## config.mk

```make
export PLATFORM = sky130hd
export DESIGN_NAME = fft_spectrum_framer
export DESIGN_NICKNAME = d
export VERILOG_FILES = /design/src/rtl/fft_spectrum_framer.sv
export SDC_FILE = /design/constraint.sdc
export NUM_CORES = 2
export LEC_CHECK = 0
export BUFFER_PORTS_ARGS = -buffer_cell sky130_fd_sc_hd__buf_2
export CORE_MARGIN = 1.5
export CORE_UTILIZATION = 50
export DETAILED_ROUTE_END_ITERATION = 16
export PLACE_DENSITY = 0.65
export SYNTH_ARGS = -nofsm -noshare
export SYNTH_HDL_FRONTEND = slang
export SYNTH_SLANG_ARGS = --single-unit
```

## constraint.sdc

```tcl
create_clock -name sys_clock -period 6.3 [get_ports sys_clock]
set_input_delay 0.315 -clock sys_clock [delete_from_list [all_inputs] [get_ports sys_clock]]
set_output_delay 0.315 -clock sys_clock [all_outputs]
set_load 0.01 [all_outputs]
```

## src/rtl/fft_spectrum_framer.sv

```systemverilog
// Converts complex FFT bins to saturated magnitude-squared values, optionally
// averages 2^AVG_LOG2 frames, and streams the first NBINS bins of a frame as
// one byte packet: A5 5A seq bins... csum.
//
// state     | meaning
// WAIT_SYNC | idle; waiting for bin 0 of a frame
// CAPTURE   | writing bins 0..NBINS-1 into the accumulator
// DRAIN     | two cycles for the magnitude pipeline to land its last writes
// SEND_H0   | header byte 0xA5
// SEND_H1   | header byte 0x5A
// SEND_SEQ  | sequence byte
// SEND_BIN  | bin bytes, bin 0 first, MSB first
// SEND_CSUM | XOR of sequence and bin bytes
module fft_spectrum_framer #(
  parameter int IW       = 11,
  parameter int FFT_LEN  = 128,
  parameter int NBINS    = 64,
  parameter int OW       = 16,
  parameter int SHIFT    = 6,
  parameter int AVG_LOG2 = 0
) (
  input  logic                 sys_clock,
  input  logic                 reset,
  input  logic                 in_ce,
  input  logic                 in_sync,
  input  logic signed [IW-1:0] in_re,
  input  logic signed [IW-1:0] in_im,
  output logic [7:0]           tx_data,
  output logic                 tx_valid,
  input  logic                 tx_ready,
  output logic                 busy,
  output logic [7:0]           drop_count
);

  localparam int BW     = (FFT_LEN > 1) ? $clog2(FFT_LEN) : 1;
  localparam int AW     = (NBINS > 1) ? $clog2(NBINS) : 1;
  localparam int NBYTES = OW / 8;
  localparam int YW     = (NBYTES > 1) ? $clog2(NBYTES) : 1;
  localparam int ACCW   = OW + AVG_LOG2;
  localparam int SW     = (2 * IW > OW) ? 2 * IW : OW + 1;
  localparam int CW     = (AVG_LOG2 > 0) ? AVG_LOG2 : 1;

  localparam logic [BW:0]   NBINS_V   = (BW + 1)'(NBINS);
  localparam logic [BW:0]   LAST_BIN  = (BW + 1)'(NBINS - 1);
  localparam logic [AW-1:0] LAST_ADDR = AW'(NBINS - 1);
  localparam logic [YW-1:0] LAST_BYTE = YW'(NBYTES - 1);
  localparam logic [CW-1:0] AVG_MAX   = CW'((1 << AVG_LOG2) - 1);

  typedef enum logic [2:0] {
    WAIT_SYNC, CAPTURE, DRAIN, SEND_H0, SEND_H1, SEND_SEQ, SEND_BIN, SEND_CSUM
  } state_t;

  state_t state, state_d;

  logic [BW-1:0]         bin_cnt, cur_bin;
  logic                  in_range, cap_start, cap_wr, cap_last, restart, drop_evt;
  logic                  in_send, xfer, drain_done, last_byte, avg_last;
  logic [1:0]            drain_cnt;
  logic [CW-1:0]         avg_cnt;
  logic [7:0]            seq, csum, load_byte, bin_byte;
  logic [AW-1:0]         bin_idx;
  logic [YW-1:0]         byte_idx;

  logic signed [2*IW-1:0] re_sq_c, im_sq_c;
  logic                   p1_valid, p2_valid;
  logic [AW-1:0]          p1_addr, p2_addr;
  logic [2*IW-1:0]        p1_re_sq, p1_im_sq;
  logic [OW-1:0]          p2_mag, mag_c;
  logic [SW-1:0]          sum_w, shifted_w;

  logic [ACCW-1:0]        acc [NBINS];
  logic [ACCW-1:0]        rd_acc, rd_shift;
  logic [OW-1:0]          bin_word;

  assign cur_bin    = in_sync ? '0 : bin_cnt + 1'b1;
  assign in_range   = {1'b0, cur_bin} < NBINS_V;
  assign cap_start  = in_ce & in_sync & (state == WAIT_SYNC);
  assign cap_wr     = in_ce & in_range & (cap_start | (state == CAPTURE));
  assign cap_last   = cap_wr & ({1'b0, cur_bin} == LAST_BIN);
  assign restart    = in_ce & in_sync & (state == CAPTURE);
  assign in_send    = state inside {SEND_H0, SEND_H1, SEND_SEQ, SEND_BIN, SEND_CSUM};
  assign drop_evt   = in_ce & in_sync & ((state == CAPTURE) | in_send);
  assign xfer       = tx_valid & tx_ready;
  assign drain_done = (state == DRAIN) && (drain_cnt == 2'd0);
  assign last_byte  = (bin_idx == LAST_ADDR) && (byte_idx == LAST_BYTE);
  assign avg_last   = (avg_cnt == AVG_MAX);
  assign busy       = in_send;

  assign re_sq_c   = in_re * in_re;
  assign im_sq_c   = in_im * in_im;
  assign sum_w     = SW'(p1_re_sq) + SW'(p1_im_sq);
  assign shifted_w = sum_w >> SHIFT;
  assign mag_c     = (|shifted_w[SW-1:OW]) ? '1 : shifted_w[OW-1:0];

  assign rd_acc   = acc[bin_idx];
  assign rd_shift = rd_acc >> AVG_LOG2;
  assign bin_word = rd_shift[OW-1:0];

  // Select the current byte of the bin word, most significant byte first.
  always_comb begin
    bin_byte = 8'h00;
    for (int k = 0; k < NBYTES; k++) begin
      if (byte_idx == YW'(k)) bin_byte = bin_word[OW-1-8*k -: 8];
    end
  end

  // State register.
  always_ff @(posedge sys_clock or posedge reset) begin
    if (reset) state <= WAIT_SYNC;
    else       state <= state_d;
  end

  // Next-state logic and the byte to present in each send state.
  always_comb begin
    state_d   = state;
    load_byte = 8'h00;
    case (state)
      WAIT_SYNC: if (cap_start) state_d = cap_last ? DRAIN : CAPTURE;
      CAPTURE:   if (cap_last) state_d = DRAIN;
      DRAIN:     if (drain_done) state_d = avg_last ? SEND_H0 : WAIT_SYNC;
      SEND_H0: begin
        load_byte = 8'hA5;
        if (xfer) state_d = SEND_H1;
      end
      SEND_H1: begin
        load_byte = 8'h5A;
        if (xfer) state_d = SEND_SEQ;
      end
      SEND_SEQ: begin
        load_byte = seq;
        if (xfer) state_d = SEND_BIN;
      end
      SEND_BIN: begin
        load_byte = bin_byte;
        if (xfer && last_byte) state_d = SEND_CSUM;
      end
      SEND_CSUM: begin
        load_byte = csum;
        if (xfer) state_d = WAIT_SYNC;
      end
      default: state_d = WAIT_SYNC;
    endcase
  end

  // Magnitude pipeline: squares, then shifted and saturated sum.
  always_ff @(posedge sys_clock or posedge reset) begin
    if (reset) begin
      p1_valid <= 1'b0;
      p1_addr  <= '0;
      p1_re_sq <= '0;
      p1_im_sq <= '0;
      p2_valid <= 1'b0;
      p2_addr  <= '0;
      p2_mag   <= '0;
    end else begin
      p1_valid <= cap_wr;
      p1_addr  <= cur_bin[AW-1:0];
      p1_re_sq <= re_sq_c;
      p1_im_sq <= im_sq_c;
      p2_valid <= p1_valid;
      p2_addr  <= p1_addr;
      p2_mag   <= mag_c;
    end
  end

  // Accumulator: the first frame of an average set overwrites, later ones add.
  always_ff @(posedge sys_clock) begin
    if (p2_valid) begin
      if (avg_cnt == '0) acc[p2_addr] <= ACCW'(p2_mag);
      else               acc[p2_addr] <= acc[p2_addr] + ACCW'(p2_mag);
    end
  end

  // Control counters, byte handshake, checksum and sequence.
  always_ff @(posedge sys_clock or posedge reset) begin
    if (reset) begin
      bin_cnt    <= '0;
      drain_cnt  <= '0;
      avg_cnt    <= '0;
      drop_count <= '0;
      tx_valid   <= 1'b0;
      tx_data    <= '0;
      bin_idx    <= '0;
      byte_idx   <= '0;
      csum       <= '0;
      seq        <= '0;
    end else begin
      if (in_ce) bin_cnt <= cur_bin;

      if (cap_last)                                 drain_cnt <= 2'd1;
      else if (state == DRAIN && drain_cnt != 2'd0) drain_cnt <= drain_cnt - 2'd1;

      if (restart)         avg_cnt <= '0;
      else if (drain_done) avg_cnt <= avg_last ? '0 : avg_cnt + 1'b1;

      if (drop_evt && drop_count != 8'hFF) drop_count <= drop_count + 8'd1;

      // Each byte is loaded while tx_valid is low, so valid drops for one
      // cycle between bytes while the accumulator read settles.
      if (in_send) begin
        if (!tx_valid) begin
          tx_valid <= 1'b1;
          tx_data  <= load_byte;
        end else if (tx_ready) begin
          tx_valid <= 1'b0;
        end
      end

      if (xfer) begin
        case (state)
          SEND_SEQ: begin
            csum     <= tx_data;
            bin_idx  <= '0;
            byte_idx <= '0;
          end
          SEND_BIN: begin
            csum <= csum ^ tx_data;
            if (byte_idx == LAST_BYTE) begin
              byte_idx <= '0;
              bin_idx  <= bin_idx + 1'b1;
            end else begin
              byte_idx <= byte_idx + 1'b1;
            end
          end
          SEND_CSUM: seq <= seq + 8'd1;
          default: ;
        endcase
      end
    end
  end

endmodule

```

==> summary.txt <==
Run status
  – Status: finished, final reports clean

Synthesis
  – Yosys top cell by area: edfxtp_1
  – Synth unique cells: 71
  – Synthesized area: 0.0524 sq mm
  – Synth top area cells: edfxtp_1 (59%), mux4_2 (11%), fa_1 (7.8%)
  – Synth async-reset ratio: 10.6%
  – Sequential area share after synthesis: 64.5%
  – Top cell type's share of synthesized area: 58.6%
  – Syn Area/Cell: 17.2 sq um
  – Syn. warnings: 0
  – Most frequent cell after synthesis: edfxtp_1
  – Synthesized net count: 3397
  – Post-synthesis cell count: 3047
  – Number of flops mapped to enable cells by yosys: ~1k
  – Ys flop type: edfxtp_1
  – Seq cells post-synth: 1146
  – Commonest cells post-synth: edfxtp_1 (1024), inv_1 (288), mux4_2 (264), fa_1 (204), nor2_1 (146)

Global routing
  – Global-route wire length before repair: 176000 um
  – Initial antenna violation count: 0
  – Vias in the first global route: 28.5k
  – GRT overflow: 0
  – GRT Total Usage: 21.9%
  – Largest net degree at the start of global routing: about 90

Routing
  – DRT Wirelength: 114000 um
  – # DRC: 0
  – Average vias per placed instance: between 5 and 6
  – Iter 0 DRT Violations: 2396
  – Remaining antenna violation count after routing: 0
  – Wire length per cell: 24.7 um
  – DR pass1 iterations: 5
  – Routed vias: around 27k

Clock tree
  – Clk sinks: 1146
  – Bufs on Longest Clock Path: 3
  – Clk root buf: clkbuf_16
  – Cts repair resizes: 0
  – Clk_lat worst skew: slightly below 0.7 ns
  – CTS Buf Count: 109
  – Clock Pin Slew Worst Setup and Hold Paths: 0.07 ns
  – H-tree depth: 3
  – CTS tree: built

Min path
  – Hold Path Class: input port to register

Run
  – MaxCap Viol Count: 0

Setup path
  – Critical path class: input port to register
  – Worst Path Max Fanout: 13
  – Setup crit start kind: input port
  – Required @ worst endpoint: around 6.9 ns
  – Critical Path AT: ~5.7 ns
  – Crit-path cells: dlygate4sd3_1 -> buf_2 -> nor2b_1 -> xnor2_1 -> ha_1 -> a31o_2 -> fa_1 -> fa_1 -> fa_1 -> inv_1 -> fa_1 -> inv_1 -> ha_1 -> a21oi_1 -> nor2_1 -> a211oi_2 -> or4b_1 -> and3_1 -> nor3_1 -> xnor2_1
  – CP max stage delay: between 0.5 and 0.6 ns
  – Crit end category: register
  – Cell mode on critical path: fa_1
  – Slowest-stage cell, CP: dlygate4sd3_1

Floorplanning
  – Core Area: 0.104 sq mm
  – FP Rows: 118
  – Num ports: 45
  – Chip Height: 327 um
  – Initial Util: 50.5%
  – Horiz. Die Dim: 327 um
  – DIE AREA: about 0.11 sq mm

Power
  – LEAKAGE: roughly 20 nW
  – Pwr Total: about 0.026 W
  – PD cells: 449 mW/mm^2
  – Worst IR Drop VDD: 351 uV

Final layout
  – # fillers: 7857
  – Area delta synth->final: 11.0%
  – Fin cells: 4622
  – Share of layout cells above drive strength 1: a little under a fifth
  – Final instance area: 0.0582 sq mm
  – Nets@finish: 3500

Place
  – Detailed Place HPWL: between 70000 and 80000 um
  – Port bufs: 44
  – Placed Cells: 4414
  – Area after DPL: 0.0546 sq mm
  – Placer Congestion: 0.852

Timing
  – Total Negative Setup Slacks: 0 ns
  – Clock skew: about 0.024 ns
  – RSZ-0062 raised after global routing: no
  – Final Hold Vio Count: 0
  – Slew HR: 13.3%
  – Count of pins over their slew limit: 0
  – Fin crit period: a little over 5 ns
  – Setup violators final: 0
  – Fmax: roughly 0.20 GHz
  – Worst slew pin tran: 1.30 ns
  – Fin crit share: 81.1%
  – Final hold slack: approximately 0.047 ns
==> what timing repair did <==
action | CTS | global route
hold buffers | 5 | 0
buffers inserted | 0 | 0
hold endpoints to repair | 65 | 0
setup endpoints to repair | 0 | 0
==> final cells by class <==
type                            count  area, sq um  share of cell area (%)
Sequential cell                  1146        33800                    58.1
Multi-Input combinational cell   1480        17000                    29.2
Clock buffer                      133         2820                    4.84
Tap cell                         1380         1730                    2.97
Inverter                          288         1080                    1.86
Timing Repair Buffer              125          953                    1.64
Clock inverter                     69          790                    1.36
Antenna cell                        1         2.50                 0.00430
==> kinds of logic after synthesis <==
| family | count (synthesis) | synth area share, % |
|---|---|---|
| fa+ha+maj | 323 | 10.6 |
| mux | 280 | 11.7 |
| simple gates | 448 | 4.01 |
| xor+xnor | 98 | 1.64 |
| compound gates | 331 | 4.36 |
| flops | 1146 | 64.5 |
| buf+inv | 421 | 3.26 |
==> worst paths after layout <==
kind	from	endpoint	slack (ns)	cells after the start
min reg2reg	p1_addr[4]$_DFF_PP0_	p2_addr[4]$_DFF_PP0_	0.35	0
min	in_im[1]	p1_im_sq[2]$_DFF_PP0_	0.05	2
min in group asynchronous	reset	p1_im_sq[2]$_DFF_PP0_	0.29	3
max in group asynchronous	reset	bin_idx[0]$_DFFE_PP0P_	4.56	4
max	in_im[0]	p1_im_sq[19]$_DFF_PP0_	1.19	20
max reg2reg	bin_idx[0]$_DFFE_PP0P_	tx_data[5]$_DFFE_PP0P_	2.49	7
==> metrics by stage <==
step	setup WS, ns	utilization (%)
CTS	1.23	56.1
floorplan	0.913	-
detailed placement	0.721	52.6
finish	1.19	56.1
global route	0.905	56.1
global placement	0.729	52.6
==> registers in the layout, summed over array words and instances, names as in the netlist, 2 cells and up <==
| register | count |
|---|---|
| drop_count | 8 |
| state | 3 |
| p2_mag | 16 |
| p2_addr | 6 |
| p1_re_sq | 20 |
| p1_im_sq | 20 |
| acc | 1024 |
| drain_cnt | 2 |
| p1_addr | 6 |
| bin_cnt | 7 |
| bin_idx | 6 |
| seq | 8 |
| tx_data | 8 |
| csum | 8 |
==> power breakdown <==
| part | internal (W) | total (W) | leakage, nW | switching [W] |
|---|---|---|---|---|
| Combinational | 0.00381 | 0.00883 | 7.92 | 0.00502 |
| Clock | 0.00374 | 0.00656 | 1.74 | 0.00281 |
| Sequential | 0.00976 | 0.0107 | 10.7 | 0.000967 |
==> cell usage in the layout (no fill, tap or decap), types with 11 or more instances in the layout <==
master / count
edfxtp_1: 1024
inv_1: 287
mux4_2: 264
fa_1: 204
nor2_1: 133
nand2_1: 125
ha_1: 119
clkbuf_16: 109
dfrtp_1: 104
a21oi_1: 85
a22oi_1: 80
xnor2_1: 73
buf_4: 67
buf_2: 44
and2_1: 39
nor2b_1: 29
o21ai_0: 27
xor2_1: 25
nand3_1: 24
clkbuf_1: 24
clkinv_2: 22
a22o_1: 20
nor3_1: 19
a221oi_1: 17
clkinv_1: 17
nand2b_1: 16
dfrtp_2: 16
o21a_1: 14
bufinv_16: 13
a31oi_1: 12
nor2_2: 12
a21o_1: 11
==> worst max-delay path, delay by kind of cell <==
family | cells | cell delay [ns]
simple gates | 5 | 1.06
xor+xnor | 2 | 0.30
compound gates | 3 | 0.74
fa+ha+maj | 6 | 2.44
buf+inv | 4 | 0.87
==> per-layer routing <==
layer / global-route usage, % / share of wire, %
met4: 6.25 / 2.5
met2: 37.1 / 51
met1: 29.6 / 41
met5: 0 / 0
met3: 3.16 / 5.8
Note: power is estimated with default switching activity, not from simulation.
